File: config.mk
export PLATFORM = sky130hd
export DESIGN_NAME = i_mem_arb
export DESIGN_NICKNAME = d
export VERILOG_FILES = /design/src/rtl/gpc_4t_pkg.sv /design/src/rtl/i_mem_arb.sv
export SDC_FILE = /design/constraint.sdc
export NUM_CORES = 1
export LEC_CHECK = 0
export ABC_AREA = 1
export CORE_AREA = 2 2 103 105
export CTS_BUF_LIST = sky130_fd_sc_hd__clkbuf_4
export DETAILED_ROUTE_END_ITERATION = 16
export DIE_AREA = 0 0 105 107
export GPL_TIMING_DRIVEN = 0
export PLACE_DENSITY = 0.62
export SLEW_MARGIN = 20
export SYNTH_ARGS = -nofsm -noshare
export SYNTH_HDL_FRONTEND = slang
export SYNTH_SLANG_ARGS = --single-unit
File: constraint.sdc
create_clock -name clock -period 0.85 [get_ports clock]
set_input_delay 0.085 -clock clock [delete_from_list [all_inputs] [get_ports clock]]
set_output_delay 0.085 -clock clock [all_outputs]
set_load 0.05 [all_outputs]
File: src/rtl/gpc_4t_pkg.sv
// Shared types and defaults for the gpc_4t instruction-memory arbiter.
// Optional feature macro: I_MEM_ARB_LOCK_EN adds the FAB_LOCK state.
package gpc_4t_pkg;

  localparam int I_MEM_ARB_STARVE_MAX = 4;

`ifdef I_MEM_ARB_LOCK_EN
  typedef enum logic [1:0] {
    CORE_PRI  = 2'd0,
    FAB_FORCE = 2'd1,
    FAB_LOCK  = 2'd2
  } arb_state_t;
`else
  typedef enum logic [1:0] {
    CORE_PRI  = 2'd0,
    FAB_FORCE = 2'd1
  } arb_state_t;
`endif

  typedef enum logic [1:0] {
    OWN_NONE = 2'd0,
    OWN_CORE = 2'd1,
    OWN_FAB  = 2'd2
  } arb_owner_t;

endpackage

File: src/rtl/i_mem_arb.sv
// Single-port i_mem arbiter: core fetch vs fabric load/debug, starvation-bounded.
// Define I_MEM_ARB_LOCK_EN to add the fab_lock port and exclusive FAB_LOCK state.
module i_mem_arb
  import gpc_4t_pkg::*;
#(
  parameter int STARVE_MAX = I_MEM_ARB_STARVE_MAX,
  parameter int CNT_W      = 4
) (
  input  logic        clock,
  input  logic        rst,
  input  logic        core_req,
  input  logic [31:0] core_addr,
  output logic        core_gnt,
  output logic        core_rd_valid,
  output logic [31:0] core_rd_data,
  input  logic        fab_req,
  input  logic        fab_wr,
  input  logic [31:0] fab_addr,
  input  logic [31:0] fab_wr_data,
  output logic        fab_gnt,
  output logic        fab_rd_valid,
  output logic [31:0] fab_rd_data,
`ifdef I_MEM_ARB_LOCK_EN
  input  logic        fab_lock,
`endif
  output logic [31:0] mem_address,
  output logic [31:0] mem_data,
  output logic        mem_rden,
  output logic        mem_wren,
  input  logic [31:0] mem_q
);

  arb_state_t             state_q, state_d;
  arb_owner_t             owner_q, owner_d;
  logic       [CNT_W-1:0] cnt_q, cnt_d;
  logic                   lock_act;

`ifdef I_MEM_ARB_LOCK_EN
  assign lock_act = fab_lock | (state_q == FAB_LOCK);
`else
  assign lock_act = 1'b0;
`endif

  always_comb begin
    core_gnt = 1'b0;
    fab_gnt  = 1'b0;
    case (state_q)
      FAB_FORCE: fab_gnt = fab_req;
`ifdef I_MEM_ARB_LOCK_EN
      FAB_LOCK:  fab_gnt = fab_req;
`endif
      default: begin
        core_gnt = core_req;
        fab_gnt  = fab_req & ~core_req;
      end
    endcase
    if (rst) begin
      core_gnt = 1'b0;
      fab_gnt  = 1'b0;
    end
  end

  // Counter counts lost fabric cycles; the FSM flips to FAB_FORCE on the edge
  // where it reaches STARVE_MAX so the grant lands STARVE_MAX cycles after req.
  always_comb begin
    cnt_d = '0;
    if (fab_req && !fab_gnt && !lock_act) cnt_d = cnt_q + CNT_W'(1);
  end

  always_comb begin
    state_d = state_q;
    case (state_q)
      CORE_PRI:  if (cnt_d == CNT_W'(STARVE_MAX)) state_d = FAB_FORCE;
      FAB_FORCE: if (fab_gnt || !fab_req) state_d = CORE_PRI;
`ifdef I_MEM_ARB_LOCK_EN
      FAB_LOCK:  state_d = CORE_PRI;
`endif
      default:   state_d = CORE_PRI;
    endcase
`ifdef I_MEM_ARB_LOCK_EN
    if (fab_lock) state_d = FAB_LOCK;
`endif
  end

  always_comb begin
    owner_d = OWN_NONE;
    if (core_gnt)                owner_d = OWN_CORE;
    else if (fab_gnt && !fab_wr) owner_d = OWN_FAB;
  end

  assign mem_address   = fab_gnt ? fab_addr : core_addr;
  assign mem_data      = fab_wr_data;
  assign mem_rden      = core_gnt | (fab_gnt & ~fab_wr);
  assign mem_wren      = fab_gnt & fab_wr;

  // Gating with rst kills a read that was in flight when reset arrived.
  assign core_rd_valid = ~rst & (owner_q == OWN_CORE);
  assign fab_rd_valid  = ~rst & (owner_q == OWN_FAB);
  assign core_rd_data  = mem_q;
  assign fab_rd_data   = mem_q;

  always_ff @(posedge clock) begin
    if (rst) begin
      state_q <= CORE_PRI;
      cnt_q   <= '0;
      owner_q <= OWN_NONE;
    end else begin
      state_q <= state_d;
      cnt_q   <= cnt_d;
      owner_q <= owner_d;
    end
  end

endmodule

# Yosys cells after proc, flatten, opt, wreduce, memory -nomap -nowiden
# Index checks and enable logic that the tools add are counted.
# word_totals
ff_bits,8
out_inout_bits,134
# op_classes
n_addsub,1
n_eq_ne,6
n_mux,11
n_bitwise,9
n_reduce_logical,9
# op_table
operator,n
$mux 32,1
$mux 2,3
$and 1x1->1,5
$mux 1,5
$add 4x1->4 const B,1
$eq 2x1->1 const B,2
$eq 4x3->1 const B,1
$mux 4,1
$ne 2x2->1 const B,2
$pmux 2 s2,1
$logic_not 1->1,3
$not 1->1,3
$eq 2x2->1 const B,1
$logic_and 1x1->1,2
$logic_not 2->1,1
$reduce_and 2->1,1
$reduce_or 2->1,1
$logic_or 1x1->1,1
$or 1x1->1,1

# Depth between registers and ports, before layout
# Gate-level depths: netlist (run 1).
# logic_depth
depth_word,10
ltp_mapped,7
mapped_depth_nobuf,7

# Least setup slack after synthesis (run 1)
# OpenSTA, ideal clock, no wires.
# synth_path
path_type,register to output
from,register state_q[0]
to,output mem_rden
arrival_time_ns,1.505
required_ns,0.765
setup_slack_ns,-0.740
path_stages_with_launch,6
path_buffers,1
cell_sequence,dfxtp_1 > inv_1 > nand2_2 > nand2_4 > buf_2 > o22ai_1
# synth_via
elab_chain_len,5
word_cells_on_any_way,7
classes_between,eq/ne: 1; mux: 4; bitwise: 2
# synth_lines
item,line,source
"start, declared",i_mem_arb.sv:33,"arb_state_t state_q, state_d;"
"start signal, assigned",i_mem_arb.sv:108,state_q <= state_d;
$eq 2x1->1 (*),i_mem_arb.sv:47,case (state_q)
$mux 1,i_mem_arb.sv:47,
$mux 1,i_mem_arb.sv:57,if (rst) begin
$and 1x1->1,i_mem_arb.sv:93,assign mem_rden = core_gnt | (fab_gnt & ~fab_wr);
$or 1x1->1 (*),i_mem_arb.sv:93,
"end, declared",i_mem_arb.sv:28,"output logic mem_rden,"
# Every way passes the cells marked *; elsewhere a longest branch is shown, timed or not.

# Worst setup path after layout (run 1)
# layout_path
from,register state_q[0]
to,output mem_address[7]
# layout_via
elab_chain_len,4
# layout_lines
item,line,source
$eq 2x1->1,i_mem_arb.sv:47,
$mux 1,i_mem_arb.sv:47,
$mux 1,i_mem_arb.sv:57,
$mux 32,i_mem_arb.sv:91,assign mem_address = fab_gnt ? fab_addr : core_addr;
"end, declared",i_mem_arb.sv:26,"output logic [31:0] mem_address,"
# Every way passes these cells.

==> impl_metrics.tcl, run 1 <==
set metrics [dict create \
    path_delay_family "buffers and inverters" \
    synth.most_common_cell "buf_4" \
    h-tree-depth 1 \
    ys.warnings.count 0 \
    antenna_found_initial 0 \
    finalPower_mw 3.91 \
    ys.flop_type "dfxtp_1" \
    timing.final.ws_setup_ns -0.597 \
    firstDrtPassIters 4 \
    fin_crit_sh 1.70 \
    worstPathCellList "inv_2 > nand2_4 > nand2_8 > buf_12 > buf_12 > nand2_2 > nand2_4 > buf_8" \
    clock_latency_ns 0.25 \
    yosysTopAreaCell "buf_4" \
    slew_headroom 0.660 \
    worstHoldPathType "in -> reg" \
    grt_overflow 0 \
    synthArstFlopShare 0 \
    ys_seq_area_frac 0.0904 \
    whs_path_depth 2 \
    num-fill-cells 1021 \
    drtIter0Drc 62 \
    clkTransAtPathRegs_ns 0.05 \
    worstHoldStart "rst" \
    cts_tree "yes" \
    rows 37 \
    grt_pass1_wl_mm 10.3 \
    crit_cells 8 \
    synth-edff-count 0 \
    cellLeakagePower_nw 2.21 \
    worst_slew_pin_slew_ns 0.512 \
    violations "negative setup slack" \
    critPathKind "reg -> out" \
    vdd_drop_max_mv 0.706 \
    io_pins 267 \
    outcome "finished with violations" \
    rsz0062_at_grt "true" \
    dpl_worst_slack_ns -1.37 \
    sw_frac_of_total 0.519 \
    power_frac_clock 0.086 \
    area_growth_syn_to_layout_pct 185 \
    netlist_top_cells_count "96 x buf_4, 81 x nand2_1, 20 x nand2_2, 10 x nor2_1, 9 x inv_1" \
    place_inst 582 \
    die_area_sq_um 11200 \
    drc 0 \
    n_antenna_cell 0 \
    yosys-top-cells-area "buf_4 46%, nand2_1 20%, dfxtp_1 9.0%" \
    power_switching_mw 2.03 \
    fmax_mhz 691 \
    startpoint_type "flip-flop" \
    synth_seq_cells 7 \
    max_stage_delay_ns 0.33 \
    gp_congestion 0.768 \
    worst-endpoint-arrival_ns 1.36 \
    finalCriticalPeriod_ns 1.45 \
    finalSetupViolations 45 \
    reg2regPathDepth 9 \
    clock-sinks 7 \
    crit_buf_inv 4 \
    vias_per_cell 3.56 \
    die_width_microns 105 \
    syn_nets 379 \
    report.final.slew_viol_count 0 \
    nets 593 \
    clockBufferDepth 2 \
    final_hold_viol_count 0 \
    core_area_sq_um 10100 \
    via_count 2116 \
    required_ns 0.76 \
    grt_use_total 0.112 \
    clk_root_buffer_cell "clkbuf_4" \
    grt_max_degree 11 \
    synth_cell_types 21 \
    dp_hpwl_mm 5.98 \
    ant_nets 0 \
    syn_area_per_cell_sq_um 6.33 \
    die_h_microns 107 \
    p_seq_frac 0.088 \
    drive_above_1_share 0.546 \
    wl_per_cell_microns 11.5 \
    combPwrFrac 0.826 \
    port_buffers 201 \
    cts_made_buffers 3 \
    intPower_mw 1.88 \
    finalWirelength_mm 6.85 \
    drv_cap 0 \
    finalNonFillerCells 594 \
    end_kind "output pin" \
    first_global_vias 2055 \
    initial_core_util 0.154 \
    synth_cells 245 \
    critPathLaunch "state_q[0]" \
    power_density_nw_per_um2 885 \
    synth_top_area_share 0.465 \
    synth_area_sq_um 1550 \
    fin_skew_ns 0.00643 \
    cp_max_fo 10 \
    slowest_stage "dfxtp_2" \
    r2r-start "state_q[0]" \
]
## power groups by stage
stage | clock, mW | sequential, mW | combinational, mW
final | 0.335 | 0.344 | 3.23
after global routing | 0.384 | 0.345 | 3.35
after CTS | 0.357 | 0.345 | 3.24
after detailed placement | 0 | 0.351 | 3.12
after global placement | 0 | 0.351 | 3.09
after floorplan | 0 | 0.350 | 2.06
## worst paths after layout
check / endpoint / slack [ns]
hold reg to reg: state_q[0] / 0.49
hold / removal: owner_q[0] / 0.09
setup / recovery: mem_address[7] / -0.60
setup reg to reg: cnt_q[0] / -0.38
## layer usage
layer / vias to the layer above / wire length, microns / track usage
li1: 1062 / - / -
met1: 927 / 2280 / 0.118
met2: 123 / 4030 / 0.230
met3: 4 / 519 / 0.0219
met4: 0 / 23 / 0.0143
met5: - / 0 / 0
## metrics by stage
stage / hold slack (ns) / cell area (sq um) / util / TNS (ns)
floorplan: 0.157 / 1870 / - / -7.64
global placement: 0.353 / 4050 / 0.402 / -66.92
detailed placement: 0.356 / 4050 / 0.402 / -67.63
CTS: 0.0785 / 4390 / 0.435 / -23.23
global route: 0.0857 / 4420 / 0.438 / -25.23
finish: 0.0858 / 4420 / 0.438 / -21.72
## cell families (layout without fill, tap and decap cells)
group	after synthesis	after routing	share of synthesized area
simple gates	119	119	0.339
fa+ha+maj	1	1	0.00807
xor+xnor	1	1	0.00565
buf+inv	115	328	0.547
compound gates	2	2	0.00969
flops	7	7	0.0904
## sequential cells by signal, summed over array words and instances, names as in the netlist
register	cells
state_q	1
owner_q	2
cnt_q	4
## area by class of cell
| cell class | count | area, sq um | share of cell area |
|---|---|---|---|
| Timing Repair Buffer | 209 | 2150 | 0.488 |
| Multi-Input combinational cell | 123 | 1030 | 0.233 |
| Buffer | 103 | 833 | 0.189 |
| Tap cell | 136 | 170 | 0.0385 |
| Sequential cell | 7 | 146 | 0.0332 |
| Inverter | 12 | 52.6 | 0.0119 |
| Clock buffer | 4 | 30.0 | 0.00680 |
## timing repair
item,CTS,global route
endpoints found under the setup margin,140,45
cloned,1,0
gates resized for setup,447,5
buffers inserted,7,0
hold buffers,0,0
pin swaps,3,3
## cell usage in the layout (no fill, tap or decap), drive strengths merged
cell and n:
a21oi 1, buf 149, clkbuf 4, clkdlybuf4s50 66
dfxtp 7, dlygate4sd2 97, ha 1, inv 12
nand2 102, nand3 3, nand4 1, nor2 11
nor3 2, o22ai 1, xor2 1
## worst reg2reg max path: stages (launching register included)
cell	delay (ns)
dfxtp_2	0.32
inv_2	0.06
nand2_4	0.06
buf_4	0.16
buf_4	0.14
a21oi_4	0.18
inv_2	0.06
nor2_1	0.08
nand2_1	0.05
inv_1	0.05
(Power assumes the default switching activity.)
==> inputs of run 2 (changes only) <==
--- a/config.mk
+++ b/config.mk
@@ -16,3 +16,4 @@
 export SYNTH_ARGS = -nofsm -noshare
 export SYNTH_HDL_FRONTEND = slang
 export SYNTH_SLANG_ARGS = --single-unit
+export TNS_END_PERCENT = 10
==> run 2 against run 1 <==
The flow still finishes with violations (negative setup slack). Clock skew shrank 0.0048 ns. Utilization shrank 2.6 points. Critical path depth is the same. Flip-flop and latch count is the same. Hold slack lost 0.0083 ns. First-iteration DRC count grew 3.2%. Sequential share of layout area grew 0.15 points. Fmax grew 2.0%. Register-to-register slack gained 0.19 ns. Clock power is essentially flat. Via count grew 0.38%. Global-route usage shrank 0.87 points. Largest cell class unchanged. Highest routed layer unchanged.
==> impl_metrics.tcl, run 2 (synthesis gave the netlist of run 1 again) <==
set metrics [dict create \
    dp_hpwl_mm 5.71 \
    finalWirelength_mm 6.52 \
    fin_skew_ns 0.00160 \
    wl_per_cell_microns 11.0 \
    critPathKind "reg -> out" \
    h-tree-depth 1 \
    slowest_stage "dfxtp_2" \
    outcome "finished with violations" \
    finalCriticalPeriod_ns 1.42 \
    power_density_nw_per_um2 944 \
    layout_commonest_cell "buf_4" \
    initial_core_util 0.154 \
    die_width_microns 105 \
    first_global_vias 2096 \
    finalSetupViolations 44 \
    cellLeakagePower_nw 2.15 \
    most-common-layout-cells "196 x buf_4, 66 x clkdlybuf4s50_1, 39 x nand2_4" \
    worst_slew_pin_slew_ns 0.225 \
    grt_overflow 0 \
    grt_max_degree 11 \
    regMostFlops "cnt_q" \
    die_area_sq_um 11200 \
    rr_endpoint "cnt_q[0]" \
    ant_nets 0 \
    clockBufferDepth 2 \
    hold_buffers 0 \
    drc 0 \
    dpl_worst_slack_ns -1.39 \
    io_pins 267 \
    clkTransAtPathRegs_ns 0.05 \
    clk_root_buffer_cell "clkbuf_4" \
    largest_reg_flops 4 \
    end_kind "output pin" \
    path_delay_family "buffers and inverters" \
    grt_use_total 0.103 \
    top_regs "cnt_q x4, owner_q x2, state_q x1" \
    worst-endpoint-arrival_ns 1.33 \
    drtIter0Drc 64 \
    vias_per_cell 3.59 \
    drive_above_1_share 0.741 \
    gp_congestion 0.701 \
    worstHoldPathType "in -> reg" \
    area_growth_syn_to_layout_pct 168 \
    firstDrtPassIters 3 \
    nets 591 \
    startpoint_type "flip-flop" \
    cts_tree "yes" \
    drv_cap 0 \
    core_area_sq_um 10100 \
    required_ns 0.76 \
    fin_util 0.412 \
    r2r-start "state_q[0]" \
    critPathLaunch "state_q[0]" \
    rows 37 \
    fmax_mhz 705 \
    via_count 2124 \
    crit_path_end "mem_address[4]" \
    rsz0062_at_grt "true" \
    final_hold_viol_count 0 \
    report.final.slew_viol_count 0 \
    reg2regPathDepth 8 \
    worstPathCellList "inv_2 > nand2_4 > nand2_8 > clkinv_8 > buf_12 > nand2_2 > nand2_4 > buf_8" \
    path_common_cell "nand2_4" \
    rrSetupSlack_ns -0.19 \
    clock-sinks 7 \
    cts_made_buffers 3 \
    cp_max_fo 10 \
    max_stage_delay_ns 0.32 \
    port_buffers 201 \
    antenna_found_initial 0 \
    grt_pass1_wl_mm 9.75 \
    vdd_drop_max_mv 0.444 \
    violations "negative setup slack" \
    die_h_microns 107 \
    timing.final.ws_setup_ns -0.569 \
    clock_latency_ns 0.25 \
    fin_crit_sh 1.67 \
    n_antenna_cell 0 \
    slew_headroom 0.849 \
    crit_buf_inv 4 \
    crit_cells 8 \
]
-- run 2: power by group --
part / internal (mW) / switching, mW / total [mW]
combinational: 1.37 / 1.88 / 3.25
clock: 0.211 / 0.121 / 0.332
sequential: 0.338 / 0.00642 / 0.344
-- run 2: metrics by stage --
| step | hold WS (ns) | total power, mW | TNS (ns) | area [sq um] | std cells |
|---|---|---|---|---|---|
| after floorplan | 0.157 | 2.40 | -7.97 | 1840 | 245 |
| after global placement | 0.348 | 3.44 | -66.85 | 4020 | 582 |
| after detailed placement | 0.350 | 3.46 | -67.63 | 4020 | 582 |
| after CTS | 0.0684 | 3.95 | -21.58 | 4110 | 592 |
| after global routing | 0.0836 | 4.09 | -23.66 | 4160 | 592 |
| final | 0.0775 | 3.93 | -20.47 | 4160 | 592 |
-- run 2: worst min-delay path by stage --
stage                start    endpoint  slack, ns  depth (start not counted)
finish                 rst  owner_q[0]       0.08                          2
global route           rst    cnt_q[3]       0.08                          2
CTS                    rst  owner_q[0]       0.07                          2
detailed placement     rst    cnt_q[3]       0.35                          2
global placement       rst    cnt_q[3]       0.35                          2
floorplan           fab_wr  owner_q[1]       0.16                          1
-- run 2: cell type report --
class	count	area, sq um
multi-input cells	123	943
repair buffers	208	2000
fillers	1077	5930
plain buffers	102	813
well taps	136	170
flip-flops and latches	7	144
inverters	12	57.6
clock buffers	4	30.0
-- run 2: layer usage --
metal,share of wire,GRT usage,up-vias
met5,0,0,-
met4,0.0029,0.0143,0
met3,0.098,0.0207,2
met2,0.57,0.211,141
met1,0.33,0.109,925
li1,-,-,1056
-- run 2: what timing repair did --
action / in CTS / in global routing
resized for setup: 422 / 14
buffers inserted: 6 / 0
gates cloned: 1 / 0
pin swaps: 2 / 2
endpoints found under the setup margin: 140 / 44
==> inputs of run 3 (changes only) <==
==> constraint.sdc (replaced) <==
create_clock -name clock -period 1.23 [get_ports clock]
set_input_delay 0.123 -clock clock [delete_from_list [all_inputs] [get_ports clock]]
set_output_delay 0.123 -clock clock [all_outputs]
set_load 0.05 [all_outputs]
==> run 3 against run 2 <==
The flow still finishes with violations (negative setup slack). Clock skew grew 0.0077 ns. Utilization fell by 1.2 points. Critical path depth is the same. Clock power shrank 36%. Combinational power is 34% lower. Worst setup slack better by 0.31 ns. Count of clock-buffer cells in the layout is 1 lower. Final cell count rose by 0.17%. Global-route usage fell by 0.68 points. Via count is 2.7% lower. Cell area fell by 2.8%. Hold slack hardly changed.
==> impl_metrics.tcl, run 3 (synthesis gave the netlist of run 1 again) <==
set metrics [dict create \
    fin_util 0.400 \
    die_h_microns 107 \
    clock_latency_ns 0.26 \
    required_ns 1.11 \
    end_kind "output pin" \
    nets 592 \
    layout_commonest_cell "clkdlybuf4s50_1" \
    rsz0062_at_grt "true" \
    initial_core_util 0.154 \
    cellLeakagePower_nw 1.93 \
    final_hold_viol_count 0 \
    place_inst 582 \
    path_common_cell "nand2_2" \
    via_count 2066 \
    timing.final.ws_setup_ns -0.259 \
    ant_nets 0 \
    firstDrtPassIters 4 \
    cts_tree "yes" \
    grt_busiest_layer "met2" \
    dpl_worst_slack_ns -1.05 \
    fin_skew_ns 0.00926 \
    cp_max_fo 7 \
    finalWirelength_mm 6.36 \
    worstHoldPathType "in -> reg" \
    drv_cap 0 \
    finalSetupViolations 36 \
    hold_buffers 0 \
    die_area_sq_um 11200 \
    port_buffers 201 \
    cts_made_buffers 3 \
    clock-sinks 7 \
    gp_congestion 0.804 \
    antenna_found_initial 0 \
    use_met1 0.0946 \
    worst_slew_pin_slew_ns 0.552 \
    regMostFlops "cnt_q" \
    violations "negative setup slack" \
    critPathKind "reg -> out" \
    drtIter0Drc 44 \
    most-common-layout-cells "162 x clkdlybuf4s50_1, 100 x buf_4, 53 x nand2_1" \
    h-tree-depth 1 \
    fin_crit_sh 1.21 \
    grt_max_degree 11 \
    largest_reg_flops 4 \
    worstPathCellList "inv_2 > nand2_4 > nand2_8 > clkinv_8 > clkbuf_16 > nand2_2 > nand2_2 > buf_6" \
    drive_above_1_share 0.466 \
    clockBufferDepth 2 \
    max_stage_delay_ns 0.32 \
    slowest_stage "dfxtp_2" \
    slew_headroom 0.631 \
    grt_pass1_wl_mm 8.99 \
    wl_per_cell_microns 10.7 \
    io_pins 267 \
    vdd_drop_max_mv 0.307 \
    top_regs "cnt_q x4, owner_q x2, state_q x1" \
    area_growth_syn_to_layout_pct 161 \
    core_area_sq_um 10100 \
    report.final.slew_viol_count 0 \
    drc 0 \
    finalNonFillerCells 593 \
    n_antenna_cell 0 \
    fmax_mhz 672 \
    fin_tns_setup_ns -7.72 \
    clkTransAtPathRegs_ns 0.06 \
    dp_hpwl_mm 5.46 \
    outcome "finished with violations" \
    power_density_nw_per_um2 640 \
    die_width_microns 105 \
    worst-endpoint-arrival_ns 1.37 \
    rows 37 \
    vias_per_cell 3.48 \
    grt_use_total 0.0961 \
    grt_overflow 0 \
    startpoint_type "flip-flop" \
    finalCriticalPeriod_ns 1.49 \
    grt_use_met3 0.0255 \
    grtUsageMet2 0.195 \
    clk_root_buffer_cell "clkbuf_4" \
    first_global_vias 2031 \
]
## run 3: changes by cell type in the layout (fill, tap and decap cells not counted), moves of 2 or more
| cell | change |
|---|---|
| clkdlybuf4s50_1 | +96 |
| nand2_1 | +24 |
| clkbuf_16 | +3 |
| buf_4 | -96 |
| nor2_1 | +3 |
| buf_6 | +23 |
| nand2_2 | +14 |
| buf_8 | -27 |
| dfxtp_2 | -2 |
| nor2_2 | -3 |
| dfxtp_1 | +2 |
| nand2_4 | -38 |
## run 3: layout make-up
| class | count | area [sq um] |
|---|---|---|
| fillers | 1039 | 6050 |
| repair buffers | 207 | 2150 |
| plain buffers | 103 | 821 |
| multi-input cells | 123 | 664 |
| well taps | 136 | 170 |
| flip-flops and latches | 7 | 141 |
| inverters | 12 | 57.6 |
| clock buffers | 3 | 22.5 |
| repair inverters | 1 | 8.76 |
| clock inverters | 1 | 5.00 |
## run 3: layer usage
metal	up-vias	routed length, microns
met5	-	0
met4	0	71
met3	7	610
met2	125	3600
met1	872	2080
li1	1062	-
## run 3: path summary, 6_finish.rpt
| kind | start | to | slack (ns) | cells after the start |
|---|---|---|---|---|
| worst max-delay path | state_q[0] | mem_address[14] | -0.26 | 8 |
| worst min-delay path | rst | owner_q[0] | 0.08 | 2 |
| worst max register to register | state_q[0] | cnt_q[0] | 0.15 | 8 |
| worst min register to register | cnt_q[0] | state_q[0] | 0.49 | 2 |
## run 3: per-stage QoR
step                cell area (sq um)  power, mW  hold slack, ns
finish                           4040       2.59          0.0776
global route                     4040       2.69          0.0805
CTS                              3840       2.54          0.0783
detailed placement               3750       2.28           0.355
global placement                 3750       2.27           0.354
floorplan                        1570       1.55           0.195
## run 3: timing repair
| item | in CTS | in global routing |
|---|---|---|
| resized for setup | 263 | 44 |
| gates cloned | 0 | 4 |
| endpoints found under the setup margin | 38 | 38 |
| pin swaps | 1 | 8 |
| buffers inserted | 2 | 1 |
## run 3: worst max-delay path, delay by kind of cell, from the launching register on
kind | cells | cell delay, ns
buf+inv | 4 | 0.46
flops | 1 | 0.32
simple gates | 4 | 0.31
## run 3: report_power, final
part,internal (mW),leakage (nW),switching [mW]
sequential,0.232,0.0575,0.00349
combinational,0.912,1.86,1.22
clock,0.119,0.0177,0.0950
